### src/rtl/mc_pkg.sv
// Shared state, opcode and datapath-select encodings for the multicycle control unit.
package mc_pkg;

  typedef enum logic [3:0] {
    S_FETCH,
    S_DECODE,
    S_MEMADR,
    S_MEMREAD,
    S_MEMWB,
    S_MEMWRITE,
    S_EXEC_R,
    S_EXEC_I,
    S_ALUWB,
    S_BRANCH,
    S_JAL,
    S_TRAP
  } state_t;

  localparam logic [6:0] OP_LOAD   = 7'b0000011;
  localparam logic [6:0] OP_STORE  = 7'b0100011;
  localparam logic [6:0] OP_RTYPE  = 7'b0110011;
  localparam logic [6:0] OP_ITYPE  = 7'b0010011;
  localparam logic [6:0] OP_BRANCH = 7'b1100011;
  localparam logic [6:0] OP_JAL    = 7'b1101111;

  localparam logic [2:0] ALU_ADD = 3'b000;
  localparam logic [2:0] ALU_SUB = 3'b001;
  localparam logic [2:0] ALU_AND = 3'b010;
  localparam logic [2:0] ALU_OR  = 3'b011;
  localparam logic [2:0] ALU_SLT = 3'b101;

  localparam logic [1:0] ALUOP_ADD   = 2'b00;
  localparam logic [1:0] ALUOP_SUB   = 2'b01;
  localparam logic [1:0] ALUOP_FUNCT = 2'b10;

  localparam logic [1:0] SRCA_PC    = 2'b00;
  localparam logic [1:0] SRCA_OLDPC = 2'b01;
  localparam logic [1:0] SRCA_RS1   = 2'b10;

  localparam logic [1:0] SRCB_RS2  = 2'b00;
  localparam logic [1:0] SRCB_IMM  = 2'b01;
  localparam logic [1:0] SRCB_FOUR = 2'b10;

  localparam logic [1:0] RES_ALUOUT = 2'b00;
  localparam logic [1:0] RES_MEM    = 2'b01;
  localparam logic [1:0] RES_ALU    = 2'b10;

  localparam logic [1:0] IMM_I = 2'b00;
  localparam logic [1:0] IMM_S = 2'b01;
  localparam logic [1:0] IMM_B = 2'b10;
  localparam logic [1:0] IMM_J = 2'b11;

  typedef struct packed {
    logic       mem_req;
    logic       mem_write;
    logic       adr_src;
    logic       fetch;
    logic       branch;
    logic       pc_write;
    logic       reg_write;
    logic       illegal;
    logic [1:0] alu_src_a;
    logic [1:0] alu_src_b;
    logic [1:0] alu_op;
    logic [1:0] result_src;
    logic [1:0] imm_src;
  } ctrl_t;

  // Per-state control word; anything a state does not use stays 0.
  function automatic ctrl_t ctrl_for(input state_t s, input logic is_store);
    ctrl_t c;
    c = '0;
    case (s)
      S_FETCH: begin
        c.fetch      = 1'b1;
        c.mem_req    = 1'b1;
        c.adr_src    = 1'b0;
        c.alu_src_a  = SRCA_PC;
        c.alu_src_b  = SRCB_FOUR;
        c.alu_op     = ALUOP_ADD;
        c.result_src = RES_ALU;
      end
      S_DECODE: begin
        c.alu_src_a = SRCA_OLDPC;
        c.alu_src_b = SRCB_IMM;
        c.imm_src   = IMM_B;
        c.alu_op    = ALUOP_ADD;
      end
      S_MEMADR: begin
        c.alu_src_a = SRCA_RS1;
        c.alu_src_b = SRCB_IMM;
        c.imm_src   = is_store ? IMM_S : IMM_I;
        c.alu_op    = ALUOP_ADD;
      end
      S_MEMREAD: begin
        c.mem_req = 1'b1;
        c.adr_src = 1'b1;
      end
      S_MEMWB: begin
        c.result_src = RES_MEM;
        c.reg_write  = 1'b1;
      end
      S_MEMWRITE: begin
        c.mem_req   = 1'b1;
        c.mem_write = 1'b1;
        c.adr_src   = 1'b1;
      end
      S_EXEC_R: begin
        c.alu_src_a = SRCA_RS1;
        c.alu_src_b = SRCB_RS2;
        c.alu_op    = ALUOP_FUNCT;
      end
      S_EXEC_I: begin
        c.alu_src_a = SRCA_RS1;
        c.alu_src_b = SRCB_IMM;
        c.imm_src   = IMM_I;
        c.alu_op    = ALUOP_FUNCT;
      end
      S_ALUWB: begin
        c.result_src = RES_ALUOUT;
        c.reg_write  = 1'b1;
      end
      S_BRANCH: begin
        c.branch     = 1'b1;
        c.alu_src_a  = SRCA_RS1;
        c.alu_src_b  = SRCB_RS2;
        c.alu_op     = ALUOP_SUB;
        c.result_src = RES_ALUOUT;
      end
      S_JAL: begin
        c.pc_write   = 1'b1;
        c.alu_src_a  = SRCA_OLDPC;
        c.alu_src_b  = SRCB_FOUR;
        c.alu_op     = ALUOP_ADD;
        c.result_src = RES_ALUOUT;
      end
      S_TRAP: begin
        c.illegal = 1'b1;
      end
      default: c = '0;
    endcase
    return c;
  endfunction

endpackage

### src/rtl/mc_alu_decoder.sv
// Maps the FSM's ALUOp plus instruction function fields onto the ALU control code.
module mc_alu_decoder
  import mc_pkg::*;
(
  input  logic [1:0] alu_op,
  input  logic [2:0] funct3,
  input  logic       op_b5,
  input  logic       funct7b5,
  output logic [2:0] alu_control
);

  // Only R-type (op bit 5 set) can subtract; addi with imm[10] set stays an add.
  always_comb begin
    alu_control = ALU_ADD;
    case (alu_op)
      ALUOP_SUB: alu_control = ALU_SUB;
      ALUOP_FUNCT: begin
        case (funct3)
          3'b000:  alu_control = (op_b5 && funct7b5) ? ALU_SUB : ALU_ADD;
          3'b010:  alu_control = ALU_SLT;
          3'b110:  alu_control = ALU_OR;
          3'b111:  alu_control = ALU_AND;
          default: alu_control = ALU_ADD;
        endcase
      end
      default: alu_control = ALU_ADD;
    endcase
  end

endmodule

### src/rtl/mc_controller.sv
// Multicycle RISC-V control FSM sharing one req/ready memory, with a retired-instruction
// counter and illegal-opcode trap.
module mc_controller
  import mc_pkg::*;
#(
  parameter int unsigned CNT_W           = 32,
  parameter bit          TRAP_ON_ILLEGAL = 1'b1,
  parameter bit          BNE_EN          = 1'b1
) (
  input  logic             clk,
  input  logic             rst_n,
  input  logic [6:0]       opcode,
  input  logic [2:0]       funct3,
  input  logic             funct7b5,
  input  logic             zero,
  input  logic             mem_ready,
  output logic             mem_req,
  output logic             mem_write,
  output logic             adr_src,
  output logic             ir_write,
  output logic             pc_write,
  output logic             reg_write,
  output logic [1:0]       alu_src_a,
  output logic [1:0]       alu_src_b,
  output logic [2:0]       alu_control,
  output logic [1:0]       result_src,
  output logic [1:0]       imm_src,
  output logic             illegal,
  output logic [CNT_W-1:0] instret
);

  state_t state;
  state_t state_d;
  ctrl_t  ctrl;
  logic   bad_op;
  logic   retire;

  always_comb begin
    bad_op = 1'b0;
    case (opcode)
      OP_LOAD, OP_STORE, OP_RTYPE, OP_ITYPE, OP_JAL: bad_op = 1'b0;
      OP_BRANCH: bad_op = (funct3 == 3'b001) && !BNE_EN;
      default:   bad_op = 1'b1;
    endcase
  end

  always_comb begin
    state_d = state;
    case (state)
      S_FETCH: if (mem_ready) state_d = S_DECODE;
      S_DECODE: begin
        if (bad_op) begin
          state_d = TRAP_ON_ILLEGAL ? S_TRAP : S_FETCH;
        end else begin
          case (opcode)
            OP_LOAD, OP_STORE: state_d = S_MEMADR;
            OP_RTYPE:          state_d = S_EXEC_R;
            OP_ITYPE:          state_d = S_EXEC_I;
            OP_BRANCH:         state_d = S_BRANCH;
            OP_JAL:            state_d = S_JAL;
            default:           state_d = S_FETCH;
          endcase
        end
      end
      S_MEMADR:   state_d = (opcode == OP_STORE) ? S_MEMWRITE : S_MEMREAD;
      S_MEMREAD:  if (mem_ready) state_d = S_MEMWB;
      S_MEMWB:    state_d = S_FETCH;
      S_MEMWRITE: if (mem_ready) state_d = S_FETCH;
      S_EXEC_R:   state_d = S_ALUWB;
      S_EXEC_I:   state_d = S_ALUWB;
      S_ALUWB:    state_d = S_FETCH;
      S_BRANCH:   state_d = S_FETCH;
      S_JAL:      state_d = S_ALUWB;
      S_TRAP:     state_d = S_TRAP;
      default:    state_d = S_FETCH;
    endcase
  end

  // The control word is registered from the next state so outputs never glitch on state decode.
  always_ff @(posedge clk) begin
    if (!rst_n) begin
      state <= S_FETCH;
      ctrl  <= ctrl_for(S_FETCH, 1'b0);
    end else begin
      state <= state_d;
      ctrl  <= ctrl_for(state_d, opcode == OP_STORE);
    end
  end

  assign retire = (state == S_MEMWB) ||
                  (state == S_ALUWB) ||
                  (state == S_BRANCH) ||
                  ((state == S_MEMWRITE) && mem_ready) ||
                  ((state == S_DECODE) && bad_op && !TRAP_ON_ILLEGAL);

  always_ff @(posedge clk) begin
    if (!rst_n) begin
      instret <= '0;
    end else if (retire) begin
      instret <= instret + CNT_W'(1);
    end
  end

  assign mem_req    = ctrl.mem_req;
  assign mem_write  = ctrl.mem_write;
  assign adr_src    = ctrl.adr_src;
  assign reg_write  = ctrl.reg_write;
  assign alu_src_a  = ctrl.alu_src_a;
  assign alu_src_b  = ctrl.alu_src_b;
  assign result_src = ctrl.result_src;
  assign imm_src    = ctrl.imm_src;
  assign illegal    = ctrl.illegal;

  // Fetch enables fire only in the cycle memory completes; branches resolve from the live zero flag.
  assign ir_write = ctrl.fetch & mem_ready;
  assign pc_write = ctrl.pc_write |
                    (ctrl.fetch & mem_ready) |
                    (ctrl.branch & (zero ^ funct3[0]));

  mc_alu_decoder u_alu_dec (
    .alu_op      (ctrl.alu_op),
    .funct3      (funct3),
    .op_b5       (opcode[5]),
    .funct7b5    (funct7b5),
    .alu_control (alu_control)
  );

endmodule
### config.mk
export PLATFORM = sky130hd
export DESIGN_NAME = mc_controller
export DESIGN_NICKNAME = d
export VERILOG_FILES = /design/src/rtl/mc_pkg.sv /design/src/rtl/mc_alu_decoder.sv /design/src/rtl/mc_controller.sv
export SDC_FILE = /design/constraint.sdc
export NUM_CORES = 1
export LEC_CHECK = 0
export BUFFER_PORTS_ARGS = -buffer_cell sky130_fd_sc_hd__clkbuf_2
export CAP_MARGIN = 20
export CORE_MARGIN = 2
export CORE_UTILIZATION = 58
export DETAILED_ROUTE_END_ITERATION = 12
export HOLD_SLACK_MARGIN = 0.15
export PLACE_DENSITY_LB_ADDON = 0.15
export SLEW_MARGIN = 20
export SYNTH_ARGS = -nofsm -noshare
export SYNTH_HDL_FRONTEND = slang
export SYNTH_HIERARCHICAL = 1
export SYNTH_SLANG_ARGS = --single-unit
### constraint.sdc
create_clock -name clk -period 4.57 [get_ports clk]
set_input_delay 0.2285 -clock clk [delete_from_list [all_inputs] [get_ports clk]]
set_output_delay 0.2285 -clock clk [all_outputs]
set_load 0.03 [all_outputs]
**Yosys cells after proc, flatten, opt, wreduce, memory -nomap -nowiden**

Cells that the tools add are included.

- Shift operators: 0
- Reduce and logical (&&, ||, !) cells: 14
- $mul: 0
- Add/sub/neg operators: 1
- Equality and inequality tests: 33
- Bitwise operators: 5
- Muxes and demuxes: 22
- Divide/modulo/power cells: 0
- $lt $le $gt $ge: 0

Operators with widths:

| cell | count |
|---|---|
| $pmux 6 s7 | 1 |
| $add 32x1->32 const B | 1 |
| $eq 4x3->1 const B | 8 |
| $eq 4x4->1 const B | 8 |
| $pmux 4 s7 | 1 |
| $pmux 4 s5 | 1 |
| $eq 4x2->1 const B | 4 |
| $mux 4 | 4 |
| $eq 7x6->1 const B | 2 |
| $eq 7x7->1 const B | 2 |
| $pmux 3 s4 | 1 |
| $mux 1 | 10 |
| $eq 4x1->1 const B | 2 |
| $logic_not 4->1 | 2 |
| $pmux 2 s2 | 2 |
| $eq 7x2->1 const B | 1 |
| $eq 7x5->1 const B | 1 |
| $eq 3x3->1 const B | 2 |
| $pmux 3 s2 | 1 |
| $reduce_or 2->1 | 3 |
| $reduce_or 3->1 | 2 |
| $reduce_or 6->1 | 1 |
| $eq 3x2->1 const B | 1 |
| $logic_not 3->1 | 1 |
| other kinds (8) | 13 |

- Memory bits (writable): 0
- Output and inout bits: 50
- Register bits: 54
- Logic and storage cells: 90
- ROM bits: 0
- Memories: 0
- Latch bits: 0

**Depth between registers and ports, before layout**

Gate-level depths: netlist of run 1.

- Word-level depth: 8
- Depth in mapped cells: 8
- Depth with buffers taken out: 7

**Hierarchy**

Netlist of run 1, hierarchy kept.

Modules (own cells, without submodules):

| module | times used | cells an instance | area each (µm²) |
|---|---|---|---|
| mc_controller | 1 | 291 | 2,697.6 |
| mc_alu_decoder | 1 | 11 | 96.3 |

**Least setup slack after synthesis of run 1**

OpenSTA, ideal clock, no wires.

- Path type: register to output
- Start: register ctrl[4] (netlist bit)
- End: output port alu_control[2]
- Data arrival time: 1.736 ns
- Path slack: 2.605 ns
- Required time: 4.342 ns
- Cell stages (with the launch flop): 4
- Cells stage by stage: dfxtp_1 -> inv_1 -> ha_1 -> nor4b_1

- Word-level cells in the longest chain between the ends: 2
- Elaborated cells between the ends (all ways): 3
- Classes of those cells: eq/ne (2); mux (1)

RTL lines:

| what | line | RTL |
|---|---|---|
| start, declared | mc_controller.sv:34 | `ctrl_t ctrl;` |
| start signal, assigned | mc_controller.sv:83 | `ctrl <= ctrl_for(S_FETCH, 1'b0);` |
| start signal, assigned | mc_controller.sv:86 | `ctrl <= ctrl_for(state_d, opcode == OP_STORE);` |
| $eq 2x2->1 or $eq 2x1->1 (tied branches) | mc_alu_decoder.sv:15 | `case (alu_op)` |
| $pmux 3 s2 (*) | mc_alu_decoder.sv:15 |  |
| end, declared | mc_controller.sv:25 | `output logic [2:0] alu_control,` |

Mark *: on every way between the ends. The rest lies on a longest branch, timed or not.

**Final worst setup path of run 1**

- Start: register instret[0]
- End: register instret[30]

- Word-level cells in the longest chain between the ends: 1

RTL lines:

| what | line | RTL |
|---|---|---|
| start, declared | mc_controller.sv:29 | `output logic [CNT_W-1:0] instret` |
| start signal, assigned | mc_controller.sv:100 | `instret <= instret + CNT_W'(1);` |
| $add 32x1->32 | mc_controller.sv:100 |  |

No other way between the ends.
A chain may end at the register's enable or synchronous reset.

==> results of run 1 <==
-- area by class of cell --
| class | count | area share [%] |
|---|---|---|
| flip-flops and latches | 53 | 33.9 |
| clock inverters | 2 | 0.480 |
| repair buffers | 64 | 10.2 |
| inverters | 16 | 1.92 |
| clock buffers | 6 | 2.32 |
| well taps | 54 | 2.16 |
| multi-input cells | 212 | 49.0 |
-- power by group through the flow --
stage               registers (uW)  clock network [uW]  logic, uW
finish                         517                 263        228
global route                   521                 285        249
CTS                            517                 269        229
detailed placement             527                   0        228
global placement               526                   0        226
floorplan                      527                   0        198
-- registers in the layout (all words and copies together), names as in the netlist --
signal and flops:
instret 32, illegal 1, alu_src_b 2, state 4, mem_req 1, result_src 2, mem_write 1, alu_src_a 2
ctrl 4, reg_write 1, imm_src 2, adr_src 1
-- cell families (layout without fill, tap and decap cells) --
logic type	after synthesis	after routing	share of synthesized area, %
AO/OA/AOI/OAI	36	36	10.4
XOR/XNOR	27	27	8.46
adder cells (fa/ha/maj)	3	3	1.34
buffers and inverters	37	88	7.12
flip-flops	53	53	38.0
multiplexers	2	2	0.717
AND/OR/NAND/NOR	144	144	33.9
-- cell usage after synthesis, types with 3 or more instances --
cell type | count | area share (%)
nand3_1 | 10 | 1.8
nor2b_1 | 7 | 1.6
nor4_2 | 7 | 3.1
nand3b_1 | 3 | 0.81
a21oi_1 | 4 | 0.72
nor2_1 | 13 | 1.7
nand2_1 | 18 | 2.4
xnor2_1 | 10 | 3.1
clkbuf_1 | 4 | 0.54
nor3_1 | 10 | 1.8
ha_1 | 3 | 1.3
o21ai_0 | 10 | 1.8
buf_2 | 6 | 1.1
and2_1 | 29 | 6.5
buf_6 | 3 | 1.2
inv_1 | 16 | 2.1
dfxtp_1 | 53 | 38
nand4_1 | 9 | 2.0
nand2b_1 | 3 | 0.67
xor2_1 | 17 | 5.3
nor4_1 | 8 | 1.8
a21boi_1 | 3 | 0.81
buf_4 | 8 | 2.1
or3_1 | 6 | 1.3
-- worst paths after layout --
kind,endpoint,slack [ns],depth (start not counted)
hold / removal,ctrl[5]$_SDFF_PN0_,0.21,3
hold reg to reg,instret[31]$_SDFFE_PN0P_,0.50,2
setup reg to reg,instret[30]$_SDFFE_PN0P_,2.35,7
setup / recovery,instret[30]$_SDFFE_PN0P_,2.35,7
-- metrics by stage --
| stage | hold WS (ns) | area, sq um | cells |
|---|---|---|---|
| 2_1_floorplan | 0.373 | 2790 | 302 |
| 3_3_place_gp | 0.470 | 3040 | 399 |
| 3_5_place_dp | 0.488 | 3040 | 399 |
| 4_1_cts | 0.206 | 3130 | 407 |
| 5_1_grt | 0.223 | 3130 | 407 |
| 6_report | 0.209 | 3130 | 407 |
-- per-layer routing --
metal	track usage, %	vias up	part of all wire [%]
li1	-	1146	-
met1	30.4	1015	49
met2	32.7	73	45
met3	5.35	6	5.5
met4	7.47	0	1.2
met5	0	-	0
-- worst max-delay path, cell delays in order, from the launching register on --
cell,delay (ns)
dfxtp_1,0.42
ha_1,0.19
and2_1,0.14
and4_1,0.21
nand3b_1,0.41
nor4_1,0.44
xor2_1,0.11
and2_1,0.17
==> results by group, run 1 <==
Run status
  • Outcome: complete, no violations

Die
  • Initial core utilization: 59.5%
  • Die area: 5390 sq um
  • Core ar.: 4690 sq um
  • Chip height: 73.4 um
  • Die W: 73.4 um
  • Row count: 25
  • I/O Pins: 65

Run
  • Max-cap violations: 0

Logic synthesis
  • Register area share after synthesis: 38.0%
  • Primary FF master, synth: dfxtp_1
  • Cell count after synthesis: 302
  • #FFs+latches synth: 53
  • Synth async-reset ratio: 0%
  • Syn avg cell area: 9.25 sq um
  • Mapped Nets: 320
  • Syn. warnings: 6
  • Synth cell types: 59
  • Number of synthesized flops with an enable pin: 0
  • Mapped Area: 2790 sq um

Pwr
  • Sw power: 322 uW
  • Static Leakage: 0.00140 uW
  • Clock share of power: 26.1%
  • VDD IR max: 196 uV
  • Combinational share of power: 22.6%
  • Part of the power in registers: 51.3%
  • Cell Int Power: 685 uW
  • Switching Share: 32.0%
  • Pwr dens: 322 nW/um^2
  • Pwr Total: 1010 uW

Place
  • Hpwl dp: 3.88 mm
  • Post-Place Setup Slack: 2.37 ns
  • Port Buf Inserts: 64
  • Final GP Congestion: 0.804

Critical path
  • CP Max Fanout: 15
  • Crit path required time: 4.78 ns
  • CP startpoint kind: register
  • Crit. End Element: register
  • Worst setup path start: instret[0]$_SDFFE_PN0P_
  • Worst R2R Start: instret[0]$_SDFFE_PN0P_
  • CP Class: register to register
  • WP data arrival: 2.42 ns

Drt
  • WL/cell: 13.4 um
  • Vias per std cell: 5.50
  • Post-route DRC: 0
  • Final WL: 5.45 mm
  • Drt pass-1 iters: 4
  • Post-DRT Antenna Nets: 0
  • Iteration-0 DRC count of the detailed router: 115
  • DR vias: 2,240

STA
  • Achievable frequency: 451 MHz
  • Final period util: 48.5%
  • Setup Viol. Count Final: 0
  • Final hold vios: 0
  • Max Slew Vio Count: 0
  • Setup TNS: 0 ns
  • Final setup margin: 2.35 ns
  • Slew margin rel.: 50.2%
  • Worst-margin pin slew: 0.744 ns
  • Crit path time final: 2.22 ns
  • RSZ-0062 raised after global routing: no
  • Worst clock skew: 0.00903 ns

Cells and area
  • Layout cells sized above 1: 27.2%
  • Final Util: 66.7%
  • Nets: 370
  • Reg area: 1060 sq um
  • P&R area growth vs syn: 12.0%
  • Fillers: 413
  • Commonest cells after routing, fill and taps aside: 64 x clkbuf_2, 53 x dfxtp_1, 29 x and2_1
  • Area occupied by multi-input gates: 1530 sq um
  • Diode count: 0
  • Most common cell after layout, fill and taps aside: clkbuf_2

GRT
  • Largest net degree at the start of global routing: 45
  • Overflow after GRT: 0
  • Vias in the first global route: 1,989
  • Overall routing resource usage: 21.7%
  • First-pass GRT wire length: 9.21 mm
  • Antenna violations before repair: 0

Clocking
  • CTS Buffer Depth: 2
  • CTS sink cnt: 53
  • Htree depth: 2
  • Post-CTS resize count: 0
  • TritonCTS clock tree: done
  • Root Driver: clkbuf_8
  • CTS buffer count: 5
  • Hold buffers post-CTS: 0
  • Skew-Pair Late Insertion Delay: 0.31 ns
  • Number of post-CTS setup repair buffers: 0
  • Register clock-pin slew on the reported worst setup and hold paths: 0.10 ns

Worst hold path
  • Hold Path Origin: opcode[4]
  • Hold crit path type: primary input to register
Power figures use the tool's default switching activity.
==> run 2, diff against run 1 <==
--- a/config.mk
+++ b/config.mk
@@ -8,7 +8,7 @@
 export BUFFER_PORTS_ARGS = -buffer_cell sky130_fd_sc_hd__clkbuf_2
 export CAP_MARGIN = 20
 export CORE_MARGIN = 2
-export CORE_UTILIZATION = 58
+export CORE_UTILIZATION = 48
 export DETAILED_ROUTE_END_ITERATION = 12
 export HOLD_SLACK_MARGIN = 0.15
 export PLACE_DENSITY_LB_ADDON = 0.15
==> constraint.sdc (replaced) <==
create_clock -name clk -period 1.9 [get_ports clk]
set_input_delay 0.095 -clock clk [delete_from_list [all_inputs] [get_ports clk]]
set_output_delay 0.095 -clock clk [all_outputs]
set_load 0.03 [all_outputs]
==> run 2 against run 1 <==
Effect of this change: sequential power increased by 140%; sequential cell count unchanged; largest cell class unchanged; core utilization decreased by 3.8 points; non-clock buffer count increased by 29; highest routed layer unchanged; global-route usage decreased by 2.2 points; fmax increased by 23%; clock power increased to 3.0 times the previous value.
==> results by group, run 2 (synthesis gave the netlist of run 1 again) <==
Critical path
  • CP startpoint kind: register
  • Worst path cell trace: or4b_4, a31oi_1, o21a_2, nor2_4, o31ai_4, nor2b_2
  • Reg2Reg Depth: 6 (-1)
  • R2r setup slk: 0.09 ns (-2.26 ns)
  • CP Class: register to register
  • Crit. End Element: register
  • Delay-heaviest family, CP: simple AND/OR/NAND/NOR gates
  • Worst R2R Start: state[0]$_SDFF_PN0_
  • R2r endpoint: adr_src$_SDFF_PN0_
  • CP Buf/Inv Count: 0 (unchanged)
  • CP Max Fanout: 9 (-6)
  • Slowest cell on the critical path: or4b_4
  • WP data arrival: 2.05 ns (-0.37 ns)
  • Crit path required time: 2.14 ns (-2.64 ns)
  • CP max stage delay: 0.55 ns (+0.11 ns)

Clocking
  • TritonCTS clock tree: done
  • Htree depth: 2 (unchanged)
  • CTS sink cnt: 53 (unchanged)
  • CTS Buffer Depth: 2 (unchanged)
  • Skew-Pair Late Insertion Delay: 0.30 ns (about the same)
  • CTS buffer count: 5 (unchanged)
  • Register clock-pin slew on the reported worst setup and hold paths: 0.10 ns (about the same)
  • Root Driver: clkbuf_8

Drt
  • Post-route DRC: 0 (unchanged)
  • Drt pass-1 iters: 4 (unchanged)
  • Iteration-0 DRC count of the detailed router: 96 (-17%)
  • Post-DRT Antenna Nets: 0 (unchanged)
  • Final WL: 6.02 mm (+10%)
  • Vias per std cell: 5.17 (-6.2%)
  • WL/cell: 13.3 um (-0.95%)
  • DR vias: 2,345 (+4.7%)

GRT
  • Antenna violations before repair: 0 (unchanged)
  • First-pass GRT wire length: 9.91 mm (+7.6%)
  • GR Util met2: 31.3% (-1.5 points)
  • Overflow after GRT: 0 (unchanged)
  • GR Util met3: 4.83% (-0.52 points)
  • Met1 global-route usage: 26.0% (-4.4 points)
  • Busiest grt layer: met2
  • Overall routing resource usage: 19.5% (-2.2 points)
  • Vias in the first global route: 2,174 (+9.3%)
  • Largest net degree at the start of global routing: 28 (-38%)

Place
  • Port Buf Inserts: 64 (unchanged)
  • Post-Place Setup Slack: 0.0392 ns (-2.33 ns)
  • Hpwl dp: 4.51 mm (+16%)
  • Final GP Congestion: 0.861 (+7.0%)

Run status
  • Outcome: complete, no violations

Cells and area
  • Largest register FFs: 32 (unchanged)
  • P&R area growth vs syn: 25.5%
  • Commonest cells after routing, fill and taps aside: 64 x clkbuf_2, 41 x dfxtp_1, 29 x and2_1
  • Area occupied by multi-input gates: 1600 sq um (+4.2%)
  • Fillers: 491 (+19%)
  • Reg area: 1080 sq um (+1.4%)
  • Largest regs: instret x32, ctrl x4, state x4
  • Largest reg by FF count: instret
  • Final Util: 62.9% (-3.8 points)
  • Most common cell after layout, fill and taps aside: clkbuf_2
  • Nets: 399 (+7.8%)
  • Layout cells sized above 1: 37.7% (+11 points)
  • Diode count: 0 (unchanged)

STA
  • Achievable frequency: 553 MHz (+23%)
  • Setup TNS: 0 ns (unchanged)
  • Worst clock skew: 0.00890 ns (-0.000132 ns)
  • Final setup margin: 0.0923 ns (-2.26 ns)
  • Final period util: 95.1% (+47 points)
  • Setup Viol. Count Final: 0 (unchanged)
  • Hold WS: 0.174 ns (-0.0355 ns)
  • Worst-margin pin slew: 0.398 ns (-0.347 ns)
  • Final hold vios: 0 (unchanged)
  • Crit path time final: 1.81 ns (-0.410 ns)
  • Max Slew Vio Count: 0 (unchanged)
  • Slew margin rel.: 73.3% (+23 points)

Pwr
  • VDD IR max: 484 uV (+150%)
  • Static Leakage: 0.00163 uW (+17%)
  • Pwr dens: 757 nW/um^2 (+140%)

Worst hold path
  • Hold crit path type: primary input to register
  • Hold path endpoint: ctrl[5]$_SDFF_PN0_
  • Hold Path Depth: 4 (+1)
  • Hold Path Origin: opcode[6]

Die
  • Die W: 80.3 um (+9.4%)
  • Chip height: 80.3 um (+9.4%)
  • Initial core utilization: 50.1% (-9.4 points)
  • Core ar.: 5570 sq um (+19%)
  • Row count: 27 (+8.0%)
  • Die area: 6450 sq um (+20%)
  • I/O Pins: 65 (unchanged)

Run
  • Max-cap violations: 0 (unchanged)
## run 2: how the worst max path moves through the flow
stage	from	endpoint	cells past startpoint
2_1_floorplan	instret[9]$_SDFFE_PN0P_	instret[20]$_SDFFE_PN0P_	7
3_3_place_gp	state[1]$_SDFF_PN0_	adr_src$_SDFF_PN0_	6
3_5_place_dp	instret[9]$_SDFFE_PN0P_	instret[26]$_SDFFE_PN0P_	7
4_1_cts	instret[9]$_SDFFE_PN0P_	instret[26]$_SDFFE_PN0P_	7
5_1_grt	instret[17]$_SDFFE_PN0P_	instret[30]$_SDFFE_PN0P_	6
6_report	state[0]$_SDFF_PN0_	adr_src$_SDFF_PN0_	6
## run 2: report_power, final
part	internal, uW	total, uW	switching [uW]
sequential	1180	1230	44.2
clock	430	786	355
combinational	271	643	372
total	1880	2650	772
## run 2: cell type report
type	count	area share, %
Clock buffer	7	2.46
Clock inverter	1	0.856
Inverter	16	1.71
Multi-Input combinational cell	212	45.6
Sequential cell	53	30.7
Tap cell	72	2.57
Timing Repair Buffer	93	16.1
## run 2: timing repair
item / in CTS / in global routing
setup endpoints to repair: 0 / 26
endpoints found under the hold margin: 1 / 0
resized for setup: 0 / 17
buffers inserted: 0 / 2
hold buffers: 1 / 0
## run 2: stage by stage
step	power [uW]	cell area (sq um)	std cells
after global placement	1880	3280	443
after CTS	2680	3410	452
final	2650	3510	454
after floorplan	1750	2800	302
after detailed placement	1890	3280	443
after global routing	2780	3510	454
## run 2: worst reg2reg max path, cell delays in order, from the launching register on
cell and delay, ns:
dfxtp_2 0.38, or4b_4 0.55, a31oi_1 0.15, o21a_2 0.18, nor2_4 0.07, o31ai_4 0.26
nor2b_2 0.17
## run 2: routing by layer
metal / part of all wire, % / routed length, um / up-vias
met5: 0 / 0 / -
met4: 0.40 / 24 / 0
met3: 3.8 / 231 / 2
met2: 47 / 2800 / 48
met1: 49 / 2960 / 1086
li1: - / - / 1209
